--- config.mk ---
export PLATFORM = sky130hd
export DESIGN_NAME = max6675_sampler
export DESIGN_NICKNAME = d
export VERILOG_FILES = /design/src/rtl/max6675_sampler.sv
export SDC_FILE = /design/constraint.sdc
export NUM_CORES = 1
export LEC_CHECK = 0
export ABC_CLOCK_PERIOD_IN_PS = 3580
export CAP_MARGIN = 20
export CELL_PAD_IN_SITES_DETAIL_PLACEMENT = 0
export CELL_PAD_IN_SITES_GLOBAL_PLACEMENT = 1
export CORE_AREA = 2 2 184 186
export DETAILED_ROUTE_END_ITERATION = 10
export DIE_AREA = 0 0 186 188
export PLACE_DENSITY = 0.71
export SYNTH_ARGS = -nofsm -noshare
export SYNTH_HDL_FRONTEND = slang
export SYNTH_SLANG_ARGS = --single-unit
--- constraint.sdc ---
create_clock -name clk -period 3.58 [get_ports clk]
set_input_delay 0.716 -clock clk [delete_from_list [all_inputs] [get_ports clk]]
set_output_delay 0.716 -clock clk [all_outputs]
set_load 0.005 [all_outputs]
--- src/rtl/max6675_sampler.sv ---
// Periodic MAX6675 sampler: 4-sample moving average, hysteresis cooling request
// and a 16-byte PicoSoC iomem register window (CTRL/STATUS/TEMP/THRESH).
module max6675_sampler #(
    parameter int unsigned CLK_HZ      = 50_000_000,
    parameter int unsigned PERIOD_MS   = 250,
    parameter int unsigned TIMEOUT_CYC = 1_000_000,
    parameter logic [31:0] BASE_ADDR   = 32'h0300_0100
) (
    input  logic        clk,
    input  logic        resetn,
    input  logic        iomem_valid,
    output logic        iomem_ready,
    input  logic [31:0] iomem_addr,
    input  logic [31:0] iomem_wdata,
    input  logic [3:0]  iomem_wstrb,
    output logic [31:0] iomem_rdata,
    output logic        rd_start,
    input  logic        rd_busy,
    input  logic        rd_ready,
    input  logic [15:0] rd_data,
    output logic        cool_on,
    output logic        fault
);
    localparam int unsigned PCYC = CLK_HZ / 1000 * PERIOD_MS;
    localparam int PW = $clog2(PCYC + 1);
    localparam int TW = $clog2(TIMEOUT_CYC + 1);
    localparam logic [PW-1:0] PLAST = PW'(PCYC - 1);
    localparam logic [TW-1:0] TLAST = TW'(TIMEOUT_CYC - 1);

    localparam logic [2:0] S_IDLE        = 3'd0;
    localparam logic [2:0] S_WAIT_PERIOD = 3'd1;
    localparam logic [2:0] S_TRIGGER     = 3'd2;
    localparam logic [2:0] S_WAIT_DONE   = 3'd3;
    localparam logic [2:0] S_UPDATE      = 3'd4;

    logic [2:0]    state;
    logic [PW-1:0] pcnt;
    logic [TW-1:0] tcnt;
    logic [15:0]   word;

    logic          enable;
    logic          en_nxt;
    logic          clr_fault;
    logic          cool_q;
    logic          fault_sticky;
    logic          open_now;
    logic          timeout_seen;
    logic          eval;
    logic [2:0]    fill;
    logic [1:0]    wp;
    logic [11:0]   smp [4];
    logic [11:0]   last_raw;
    logic [11:0]   thr_hi;
    logic [11:0]   thr_lo;
    logic [13:0]   sum;
    logic [11:0]   avg;
    logic          avg_valid;

    logic          sel;
    logic          acc;
    logic          wr;
    logic          wr_ctrl;
    logic          wr_thr;
    logic [31:0]   rd_mux;
    logic          upd;
    logic          timeout;

    // Bus decode: one access per valid phase, ready follows one cycle later.
    assign sel     = iomem_addr[31:4] == BASE_ADDR[31:4];
    assign acc     = iomem_valid && sel && !iomem_ready;
    assign wr      = acc && (iomem_wstrb != 4'h0);
    assign wr_ctrl = wr && (iomem_addr[3:0] == 4'h0);
    assign wr_thr  = wr && (iomem_addr[3:0] == 4'hC);

    always_comb begin
        en_nxt = enable;
        if (wr_ctrl)
            en_nxt = iomem_wdata[0];
    end
    assign clr_fault = wr_ctrl && iomem_wdata[1];

    assign sum       = {2'b00, smp[0]} + {2'b00, smp[1]} + {2'b00, smp[2]} + {2'b00, smp[3]};
    assign avg_valid = (fill == 3'd4);
    assign avg       = avg_valid ? sum[13:2] : 12'h000;

    assign cool_on  = cool_q && avg_valid && enable && !open_now;
    assign fault    = fault_sticky;
    assign rd_start = (state == S_TRIGGER) && !rd_busy;

    assign upd     = (state == S_UPDATE) && en_nxt;
    assign timeout = (state == S_WAIT_DONE) && en_nxt && !rd_ready && (tcnt == TLAST);

    always_comb begin
        rd_mux = 32'h0;
        case (iomem_addr[3:0])
            4'h0:    rd_mux = {31'h0, enable};
            4'h4:    rd_mux = {27'h0, timeout_seen, open_now, avg_valid, fault_sticky, cool_on};
            4'h8:    rd_mux = {4'h0, last_raw, 4'h0, avg};
            4'hC:    rd_mux = {4'h0, thr_lo, 4'h0, thr_hi};
            default: rd_mux = 32'h0;
        endcase
    end

    always_ff @(posedge clk or negedge resetn) begin
        if (!resetn) begin
            iomem_ready <= 1'b0;
            iomem_rdata <= 32'h0;
        end else begin
            iomem_ready <= acc;
            iomem_rdata <= acc ? rd_mux : 32'h0;
        end
    end

    // Sequencer; enable is looked at through en_nxt so a CTRL write takes
    // effect on the same edge that accepts it.
    always_ff @(posedge clk or negedge resetn) begin
        if (!resetn) begin
            state <= S_IDLE;
            pcnt  <= '0;
            tcnt  <= '0;
            word  <= 16'h0;
        end else if (!en_nxt) begin
            state <= S_IDLE;
        end else begin
            case (state)
                S_IDLE: begin
                    state <= S_WAIT_PERIOD;
                    pcnt  <= '0;
                end
                S_WAIT_PERIOD: begin
                    if (pcnt == PLAST)
                        state <= S_TRIGGER;
                    else
                        pcnt <= pcnt + 1'b1;
                end
                S_TRIGGER: begin
                    pcnt  <= '0;
                    tcnt  <= '0;
                    state <= rd_busy ? S_WAIT_PERIOD : S_WAIT_DONE;
                end
                S_WAIT_DONE: begin
                    if (rd_ready) begin
                        word  <= rd_data;
                        state <= S_UPDATE;
                    end else if (tcnt == TLAST) begin
                        pcnt  <= '0;
                        state <= S_WAIT_PERIOD;
                    end else begin
                        tcnt <= tcnt + 1'b1;
                    end
                end
                S_UPDATE: begin
                    pcnt  <= '0;
                    state <= S_WAIT_PERIOD;
                end
                default: state <= S_IDLE;
            endcase
        end
    end

    always_ff @(posedge clk or negedge resetn) begin
        if (!resetn) begin
            enable   <= 1'b0;
            thr_hi   <= 12'h064;
            thr_lo   <= 12'h058;
            cool_q   <= 1'b0;
            open_now <= 1'b0;
            eval     <= 1'b0;
            fill     <= 3'd0;
            wp       <= 2'd0;
            last_raw <= 12'h000;
            for (int i = 0; i < 4; i++)
                smp[i] <= 12'h000;
        end else begin
            enable <= en_nxt;
            eval   <= 1'b0;
            if (wr_thr) begin
                thr_hi <= iomem_wdata[11:0];
                thr_lo <= iomem_wdata[27:16];
            end
            if (!en_nxt) begin
                fill   <= 3'd0;
                cool_q <= 1'b0;
            end else if (upd && word[2]) begin
                open_now <= 1'b1;
                fill     <= 3'd0;
                cool_q   <= 1'b0;
            end else if (upd) begin
                open_now <= 1'b0;
                last_raw <= word[14:3];
                smp[wp]  <= word[14:3];
                wp       <= wp + 1'b1;
                if (fill != 3'd4)
                    fill <= fill + 1'b1;
                eval <= 1'b1;
            end else if (timeout) begin
                cool_q <= 1'b0;
            end else if (eval && avg_valid) begin
                // hi wins, so a degenerate hi <= lo still behaves as avg >= hi
                if (avg >= thr_hi)
                    cool_q <= 1'b1;
                else if (avg <= thr_lo)
                    cool_q <= 1'b0;
            end
        end
    end

    always_ff @(posedge clk or negedge resetn) begin
        if (!resetn) begin
            fault_sticky <= 1'b0;
            timeout_seen <= 1'b0;
        end else begin
            if ((upd && word[2]) || timeout)
                fault_sticky <= 1'b1;
            else if (clr_fault)
                fault_sticky <= 1'b0;
            if (timeout)
                timeout_seen <= 1'b1;
            else if (clr_fault)
                timeout_seen <= 1'b0;
        end
    end

    logic unused_bits;
    assign unused_bits = ^{iomem_wdata[31:28], iomem_wdata[15:12], word[15], word[1:0], sum[1:0]};

endmodule

==> results of run 1 <==
[cell type report]
class	count	area, um^2
fill	3301	20600
multi-input combinational	678	4730
sequential	180	4510
timing repair buffer	182	1690
tap	448	561
clock buffer	18	439
inverter	104	393
clock inverter	14	160
[kinds of logic (layout without fill, tap and decap cells)]
group,count (synthesis),in the layout
other,1,8
AO/OA/AOI/OAI,193,193
buffers and inverters,156,318
AND/OR/NAND/NOR,342,342
multiplexers,41,41
XOR/XNOR,27,27
flip-flops,180,180
adder cells (fa/ha/maj),67,67
[worst paths after layout]
path,endpoint,slack [ns],depth (start not counted)
worst max register to register,cool_q,-0.50,19
max in group asynchronous,pcnt[11],2.41,2
worst min register to register,pcnt[20],0.48,1
min in group clk,pcnt[20],0.48,1
worst max-delay path,cool_q,-0.50,19
worst min-delay path,word[10],0.28,1
[state kept, by name, summed over array words and instances, names as in the netlist, 12 cells and up]
name         count
iomem_rdata     24
thr_lo          12
smp             48
pcnt            24
last_raw        12
word            13
tcnt            20
thr_hi          12
[per-layer routing]
| layer | GRT usage, % | part of all wire (%) | routed length [um] |
|---|---|---|---|
| met5 | 0 | 0 | 0 |
| met4 | 4.30 | 1.4 | 333 |
| met3 | 2.95 | 4.7 | 1140 |
| met2 | 22.2 | 45 | 10800 |
| met1 | 20.4 | 49 | 11700 |
[cell usage in the layout (no fill, tap or decap), types with 6 or more instances in the layout]
master,count
dfrtp_1,174
nand2_1,107
clkdlybuf4s50_1,104
inv_1,98
o21ai_0,91
nor2_1,80
buf_4,72
ha_1,42
mux2_2,33
nand3_1,30
a21oi_1,27
fa_1,23
nor3_1,22
xor2_1,21
and3_1,19
clkbuf_16,17
nand4_1,16
a22oi_1,15
nand2b_1,10
nor4_1,8
o31ai_1,8
conb_1,8
and2_1,6
a211oi_1,6
mux2i_1,6
dfstp_2,6
[where the power goes]
part	switching (W)	leakage (nW)	internal, W
Clock	0.000895	0.292	0.00101
Sequential	0.00000000000306	2.16	0.00203
Combinational	0.0000719	3.38	0.0000882
Total	0.000967	5.84	0.00313
[what timing repair did]
item,in CTS,in global routing
pin swaps,11,5
hold buffers,0,0
setup buffers,3,0
resized for setup,16,6
endpoints found under the setup margin,1,1
[worst reg2reg max path, cell delays in order (launching register included)]
cell	delay, ns
dfrtp_1	0.33
inv_1	0.06
fa_1	0.53
inv_1	0.05
fa_1	0.50
nand3b_1	0.10
fa_2	0.37
nor2b_4	0.14
o21ai_2	0.07
a21oi_2	0.20
o41a_1	0.29
a31oi_4	0.13
nor2_1	0.16
ha_1	0.27
nand3_2	0.10
nor3_2	0.05
buf_4	0.12
a211oi_1	0.20
a21oi_1	0.10
o32ai_1	0.22
[metrics by stage]
stage               utilization, %  total power, W  hold WS (ns)  cell area (um^2)
global placement              35.6         0.00223         0.466             11800
detailed placement            35.6         0.00224         0.476             11800
floorplan                        -         0.00210         0.420              9820
finish                        37.7         0.00410         0.278             12500
global route                  37.7         0.00425         0.309             12500
CTS                           37.6         0.00415         0.294             12500
==> metrics.md, run 1 <==
| Metric | Value |
|---|---|
| Crit path from | smp[25] |
| Antenna Cells | 0 |
| Yosys top cell area share | 44.6% |
| Critical path arrival | 4.42 ns |
| Final net count | 1319 |
| Hold Path Class | in -> async |
| Worst path cell trace | inv_1 > fa_1 > inv_1 > fa_1 > nand3b_1 > fa_2 > nor2b_4 > o21ai_2 > a21oi_2 > o41a_1 > a31oi_4 > nor2_1 > ha_1 > nand3_2 > nor3_2 > buf_4 > a211oi_1 > a21oi_1 > o32ai_1 |
| Worst setup EP type | flop |
| GPL Wtd Cong | 0.791 |
| P_leak | 5.84 nW |
| Std-Cell Rows | 67 |
| Failing checks | setup timing |
| Ys async rst share | 100% |
| Worst-path clk slew | 0.07 ns |
| CP delay by family, top | adder cells |
| Synthesized instance count | 1007 |
| Most frequent cell after synthesis | dfrtp_1 |
| DRT iter0 DRCs | 474 |
| Clock latency on the worst-skew pair | 0.44 ns |
| Distinct cells, synth | 70 |
| Cell area power density | 328 nW/um^2 |
| Pre-CTS setup slack | -0.596 ns |
| Worst r2r src | smp[25] |
| Synth Area in Compound Gates | 11.9% |
| Vias in the first global route | 7682 |
| Normalized max-slew margin | 44.8% |
| Area grow syn2layout | 28.0% |
| Seq cells post-synth | 180 |
| Adder-Cell Fraction of Synth Area | 10.4% |
| Mapped Area | 9760 um^2 |
| Max Buffers Root-to-Sink | 2 |
| Fmax | 0.245 GHz |
| Max incr delay on CP | 0.53 ns |
| Core area | 33100 um^2 |
| Buffers on Ports | 105 |
| Largest area contributor in the netlist | dfrtp_1 |
| Max Slew Vio Count | 0 |
| Peak VDD IR | 0.000252 V |
| Final Hold Viols | 0 |
| Vias | 7535 |
| Critical path's slowest cell | fa_1 |
| Share of cells above drive strength 1 | 15.8% |
| Worst Setup Slack, final | -0.505 ns |
| Most used DFF post-synth | dfrtp_1 |
| Xor-xnor portion of the synthesized cell area | 2.42% |
| I/O Pins | 125 |
| Skew final | 0.00801 ns |
| Num CTS Buffers | 17 |
| Dpl hpwl | 17600 um |
| Status | finished with violations |
| Commonest cells post-synth | dfrtp_1, nand2_1, inv_1 |
| Setup TNS | -0.505 ns |
| Post-synth EDFFs | 0 |
| Die Y | 188 um |
| DIE AREA | 35000 um^2 |
| Seq/Total Area, Yosys | 46.2% |
| Setup repair after global routing missed its margin | yes |
| Global route overflow | 0 |
| First-pass GRT wire length | 39800 um |
| Max-cap violation count | 0 |
| Wire per inst | 14.8 um |
| Fin crit share | 114% |
| Area contributors post-synth | dfrtp_1, ha_1, fa_1, o21ai_0, nand2_1 |
| Max FO, Critical Path | 3 |
| DR DRC count | 0 |
| Final setup fails | 1 |
| H-Tree Depth | 4 |
| Worst Path Required | 3.92 ns |
| Worst-Margin Slew | 0.828 ns |
| Final Critical Period | 4.08 ns |
| Startpoint Class | flop |
| Clk Tree Root Cell | clkbuf_16 |
| Die W | 186 um |
| Mapped Avg Cell Area | 9.69 um^2 |
| Largest family of logic cells by synthesized area | simple AND/OR/NAND/NOR gates |
| Post-Synth Simple-Gate Area | 17.5% |
| CTS tree | done |
| Non-Filler Instances | 1624 |
| Detailed-route wire length | 24000 um |
| Clock Sinks | 180 |
| Synth Warn # | 0 |
| Initial core utilization | 29.5% |
| Total track usage | 14.4% |
| Placed cell count | 1589 |
| Drt pass-1 iters | 5 |
| Pin count of the biggest net entering global routing | 68 |
| Vias per std cell | 4.64 |
| Critical path type | reg -> reg |
| Mux share of post-synthesis cell area | 4.64% |
| Initial antenna violation count | 0 |
| Worst Path Buf+Inv | 3 |
| Final ANT Viol Nets | 0 |
Power figures use the tool's default switching activity.
==> run 2, diff against run 1 <==
- SLEW_MARGIN: not set -> 25
==> results of run 2 <==
The final DEF is identical to that of run 1; final timing and power are the same.
